File: src/rtl/vga_pixel_out.sv
// ============================================================================
// vga_pixel_out: VGA timing generator and pixel output stage that pops RGB
// words from a show-ahead FIFO, one per active pixel, once the FIFO has filled.
// Revision: 1.0
// ============================================================================
`default_nettype none

module vga_pixel_out #(
    parameter int HDISP  = 800,
    parameter int VDISP  = 480,
    parameter int HFP    = 40,
    parameter int HPULSE = 48,
    parameter int HBP    = 40,
    parameter int VFP    = 13,
    parameter int VPULSE = 3,
    parameter int VBP    = 29
) (
    input  logic        clk,
    input  logic        nrst,
    input  logic [23:0] fifo_rdata,
    input  logic        fifo_rempty,
    input  logic        fifo_wfull,
    output logic        fifo_rreq,
    output logic        vga_clk,
    output logic        vga_hs,
    output logic        vga_vs,
    output logic        vga_blank,
    output logic        vga_sync,
    output logic [7:0]  vga_r,
    output logic [7:0]  vga_g,
    output logic [7:0]  vga_b,
    output logic        underflow
);

    localparam int HTOTAL = HFP + HPULSE + HBP + HDISP;
    localparam int VTOTAL = VFP + VPULSE + VBP + VDISP;
    localparam int HW     = $clog2(HTOTAL);
    localparam int VW     = $clog2(VTOTAL);

    localparam logic [HW-1:0] H_SYNC_BEG = HW'(HFP);
    localparam logic [HW-1:0] H_SYNC_END = HW'(HFP + HPULSE);
    localparam logic [HW-1:0] H_ACT_BEG  = HW'(HFP + HPULSE + HBP);
    localparam logic [HW-1:0] H_LAST     = HW'(HTOTAL - 1);
    localparam logic [VW-1:0] V_SYNC_BEG = VW'(VFP);
    localparam logic [VW-1:0] V_SYNC_END = VW'(VFP + VPULSE);
    localparam logic [VW-1:0] V_ACT_BEG  = VW'(VFP + VPULSE + VBP);
    localparam logic [VW-1:0] V_LAST     = VW'(VTOTAL - 1);

    typedef enum logic [0:0] {
        WAIT_FILL = 1'b0,
        RUN       = 1'b1
    } state_t;

    state_t        state;
    state_t        state_next;
    logic [HW-1:0] hcnt;
    logic [VW-1:0] vcnt;
    logic          running;
    logic          active;
    logic          h_sync_zone;
    logic          v_sync_zone;
    logic          h_last;
    logic          v_last;

    // Once started the display free-runs; only reset returns to WAIT_FILL.
    always_ff @(posedge clk or negedge nrst) begin
        if (!nrst) begin
            state <= WAIT_FILL;
        end else begin
            state <= state_next;
        end
    end

    always_comb begin
        state_next = state;
        case (state)
            WAIT_FILL: if (fifo_wfull) state_next = RUN;
            RUN:       state_next = RUN;
            default:   state_next = WAIT_FILL;
        endcase
    end

    assign running     = (state == RUN);
    assign h_last      = (hcnt == H_LAST);
    assign v_last      = (vcnt == V_LAST);
    assign h_sync_zone = (hcnt >= H_SYNC_BEG) && (hcnt < H_SYNC_END);
    assign v_sync_zone = (vcnt >= V_SYNC_BEG) && (vcnt < V_SYNC_END);
    assign active      = (hcnt >= H_ACT_BEG) && (vcnt >= V_ACT_BEG);

    always_ff @(posedge clk or negedge nrst) begin
        if (!nrst) begin
            hcnt <= '0;
            vcnt <= '0;
        end else if (running) begin
            if (h_last) begin
                hcnt <= '0;
                vcnt <= v_last ? '0 : vcnt + 1'b1;
            end else begin
                hcnt <= hcnt + 1'b1;
            end
        end
    end

    assign fifo_rreq = running && active && !fifo_rempty;

    // Registered outputs: every signal carries the same one-cycle latency from the counters.
    always_ff @(posedge clk or negedge nrst) begin
        if (!nrst) begin
            vga_hs    <= 1'b1;
            vga_vs    <= 1'b1;
            vga_blank <= 1'b0;
            vga_r     <= '0;
            vga_g     <= '0;
            vga_b     <= '0;
            underflow <= 1'b0;
        end else begin
            vga_hs    <= !(running && h_sync_zone);
            vga_vs    <= !(running && v_sync_zone);
            vga_blank <= running && active;
            if (fifo_rreq) begin
                {vga_r, vga_g, vga_b} <= fifo_rdata;
            end else begin
                {vga_r, vga_g, vga_b} <= '0;
            end
            if (running && active && fifo_rempty) begin
                underflow <= 1'b1;
            end
        end
    end

    assign vga_clk  = ~clk;
    assign vga_sync = 1'b0;

endmodule

`default_nettype wire

File: config.mk
export PLATFORM = sky130hd
export DESIGN_NAME = vga_pixel_out
export DESIGN_NICKNAME = d
export VERILOG_FILES = /design/src/rtl/vga_pixel_out.sv
export SDC_FILE = /design/constraint.sdc
export NUM_CORES = 1
export LEC_CHECK = 0
export BUFFER_PORTS_ARGS = -buffer_cell sky130_fd_sc_hd__buf_2
export CAP_MARGIN = 20
export CELL_PAD_IN_SITES_DETAIL_PLACEMENT = 1
export CELL_PAD_IN_SITES_GLOBAL_PLACEMENT = 2
export CORE_MARGIN = 4
export CORE_UTILIZATION = 32
export CTS_BUF_LIST = sky130_fd_sc_hd__clkbuf_16
export CTS_CLUSTER_SIZE = 25
export DETAILED_ROUTE_END_ITERATION = 12
export PLACE_DENSITY_LB_ADDON = 0.1
export SLEW_MARGIN = 5
export SYNTH_ARGS = -nofsm -noshare
export SYNTH_HDL_FRONTEND = slang
export SYNTH_SLANG_ARGS = --single-unit
File: constraint.sdc
create_clock -name clk -period 2.9 [get_ports clk]
set_input_delay 0.725 -clock clk [delete_from_list [all_inputs] [get_ports clk]]
set_output_delay 0.725 -clock clk [all_outputs]
set_load 0.01 [all_outputs]
======== Word level (Yosys, flattened, before mapping) ========
Index checks and enable logic that the tools add are counted.
operators by class
  add/subtract/negate cells ............... 2
  $lt $le $gt $ge ......................... 6
  equal/unequal tests ..................... 2
  mux-type cells .......................... 7
  bitwise operators ....................... 2
  reduce and logical (&&, ||, !) cells .... 12
operator list
  operator                                                             count
  two-way mux 8 bit                                                    3
  adder 10 x 1 -> 10 bit (second input constant)                       2
  == test 10 bit (second input constant)                               2
  greater-or-equal comparator 10 x 6 -> 1 bit (second input constant)  2
  two-way mux 10 bit                                                   2
  greater-or-equal comparator 10 x 4 -> 1 bit (second input constant)  1
  greater-or-equal comparator 10 x 8 -> 1 bit (second input constant)  1
  < comparator 10 x 5 -> 1 bit (second input constant)                 1
  < comparator 10 x 7 -> 1 bit (second input constant)                 1
  logical AND 1 bit                                                    8
  logical NOT 1 bit                                                    3
  NOT 1 bit                                                            2
  one-hot mux 1 bit (2 select lines)                                   1
  AND reduction 2 bit                                                  1
  two-way mux 1 bit                                                    1
storage, ports and cells
  bits in registers ....................... 49
  word-level logic and storage cells ...... 41

======== Longest topological paths before layout ========
  word-level depth ........................ 5
  gate-level depth with buffers ........... 7
  mapped depth without buffers ............ 6

==> flow_summary_export.csv <==
group,metric,value,unit
status,status,"finished clean",
pwr,power,1.635,mW
finish,final_common_cell,"buf_2",
finish,antenna_cells,0,
clocking,ctsLongestPathBuffers,2,
synth,ys_seq_elements,49,
clocking,cts_tree,"yes",
pwr,ir_drop,0.2679,mV
detailed_routing,dr.pass1.iters,4,
timing,relSlewSlack,59.84,%
clocking,h-tree-depth,2,
global_route,grt.total_usage,14.34,%
die,rows,29,
finish,final_layout_size_suffix_gt1_share,32.13,%
synth,netlist.area_leader.share,55.04,%
pwr,p_per_area,612.5,nW/um^2
synth,synth_area_leaders,"dfrtp_1 (55%), nor4b_1 (9.8%), ha_1 (2.9%)",
timing,setup_viol,0,
worst_setup_path,worstSetupPathType,"clock port to output pin",
detailed_routing,dr_total_vias,1651,
synth,ys_types,38,
worst_setup_path,cp_data_arrival_time,1930,ps
clocking,ctsHoldBuffers,0,
placed_design,io_buffer_count,57,
worst_setup_path,reg2reg_slack,810,ps
detailed_routing,wl_per_cell,16.33,um
timing,setup_tns,0,ps
clocking,post_cts_resized,0,
pwr,leakagePower,1.299,nW
finish,num-fill-cells,714,
synth,syn-num-nets,223,
die,fp.dieArea,8050,um^2
placed_design,dp_hpwl,3846,um
placed_design,place.gp.congestion,0.6917,
synth,avgSynthCellArea,11.25,um^2
worst_setup_path,crit_required,2170,ps
timing,clock_skew,6.051,ps
synth,synthFlopType,"dfrtp_1",
synth,yosysTopAreaCell,"dfrtp_1",
flow_run,drv_cap,0,
finish,nets,281,
die,die_h,89.72,um
clocking,numCtsBuffers,5,
worst_setup_path,crit_family,"buffers and inverters",
timing,slew_violations,0,
worst_setup_path,crit_path_frequent_cell,"clkbuf_16",
synth,synth.yosys.seq_area_share,57.49,%
worst_setup_path,cp-end-kind,"output pin",
worst_setup_path,path_buf_inv,4,
global_route,grt_pass1_wl,9418,um
detailed_routing,vias_per_cell,5.064,
synth,synth_warnings,0,
worst_setup_path,cpPeakStageDelay,160,ps
timing,final-hold-violation-count,0,
timing,tightest_slew,602.4,ps
clocking,clk_latency,290,ps
global_route,antenna_found_initial,0,
worst_setup_path,worstPathCellList,"clkbuf_16 -> clkbuf_16 -> inv_1 -> buf_2",
clocking,clkSlewWorstSetupHoldPaths,70,ps
synth,synthArstFlopShare,100.0,%
global_route,overflow,0,
detailed_routing,ant_nets,0,
clocking,cts-root-buf,"clkbuf_16",
finish,final_cell_mix,"buf_2 (57), dfrtp_1 (47), nor4b_1 (24)",
die,core-area,6422,um^2
synth,synthesis.area,2137,um^2
synth,synth_cells,190,
detailed_routing,drc,0,
global_route,grt_pass1_vias,1852,
detailed_routing,drt_iter0_markers,63,
worst_hold_path,hold_class,"primary input to async pin",
global_route,grt_max_degree,27,
die,die_w,89.72,um
worst_setup_path,start_kind,"clock port",
die,start_util,33.27,%
detailed_routing,drt_wl_total,5325,um
timing,hold_ws,443.1,ps
clocking,post_cts_buffers,0,
worst_setup_path,crit_slowest_cell,"clkbuf_16",
finish,area.growth.synth_to_final,24.94,%
synth,synth_enable_flop_cells,0,
worst_setup_path,cp_max_fo,16,
timing,rsz0062_at_grt,"no",
die,io_pins,59,
metrics by stage:
stage / cells / utilization [%] / setup slack, ps / cell area (um^2)
floorplan: 190 / - / 360.6 / 2137
global placement: 318 / 39.33 / 590.6 / 2526
detailed placement: 318 / 39.33 / 590.6 / 2526
CTS: 326 / 41.57 / 226.8 / 2670
global route: 326 / 41.57 / 214.1 / 2670
finish: 326 / 41.57 / 245.0 / 2670
synth_stat cells (2+ instances only):
master     n
inv_1      9
nand4_1    5
nor2_1     7
buf_1      2
a31o_2     2
nand2_1   16
and3_1     2
dfrtp_1   47
clkbuf_1   7
ha_1       5
mux2i_1    2
nor4b_1   24
xnor2_1    6
dfstp_2    2
nand3_1    9
xor2_1     2
a21oi_1    5
nand2b_1   4
nor3_1     7
o21ai_0    7
a31oi_1    2
o31ai_1    2
per-layer routing:
layer | track usage [%] | vias to the layer above | wire [um]
met3 | 3.589 | 7 | 188
met1 | 18.29 | 820 | 2473
li1 | - | 795 | -
met4 | 4.470 | 0 | 70
met5 | 0 | - | 0
met2 | 24.00 | 29 | 2593
power by group:
group	total, mW	internal, mW	switching, mW
sequential	0.803	0.738	0.0654
combinational	0.221	0.0941	0.127
clock	0.611	0.333	0.278
area by class of cell:
cell class / count / area, um^2 / share of cell area, %
Clock buffer: 6 / 130.1 / 4.873
Clock inverter: 4 / 22.52 / 0.8435
Inverter: 8 / 30.03 / 1.125
Multi-Input combinational cell: 121 / 832.0 / 31.16
Sequential cell: 49 / 1229 / 46.02
Tap cell: 77 / 96.34 / 3.608
Timing Repair Buffer: 61 / 330.3 / 12.37
worst paths after layout:
path	from	end	cells past startpoint
worst max-delay path	clk	vga_clk	4
worst min-delay path	nrst	hcnt[8]$_DFFE_PN0P_	1
worst max register to register	hcnt[0]$_DFFE_PN0P_	vcnt[9]$_DFFE_PN0P_	5
worst min register to register	underflow$_DFFE_PN0P_	underflow$_DFFE_PN0P_	2
max in group asynchronous	nrst	vga_vs$_DFF_PN1_	2
min in group clk	underflow$_DFFE_PN0P_	underflow$_DFFE_PN0P_	2
sequential cells by signal (all words and copies together) (netlist names):
signal and cells:
vga_g 8, vga_b 8, underflow 1, running 1, vga_vs 1, vcnt 10
hcnt 10, vga_r 8, vga_blank 1, vga_hs 1
cells by family after synthesis:
| kind of cell | count (synthesis) | share of synthesized area [%] |
|---|---|---|
| buf+inv | 20 | 3.747 |
| simple gates | 83 | 24.88 |
| xor+xnor | 8 | 3.279 |
| flops | 49 | 57.49 |
| compound gates | 22 | 6.557 |
| mux | 2 | 0.9368 |
| other cells | 1 | 0.1755 |
| fa+ha+maj | 5 | 2.927 |
(Power assumes the default switching activity.)
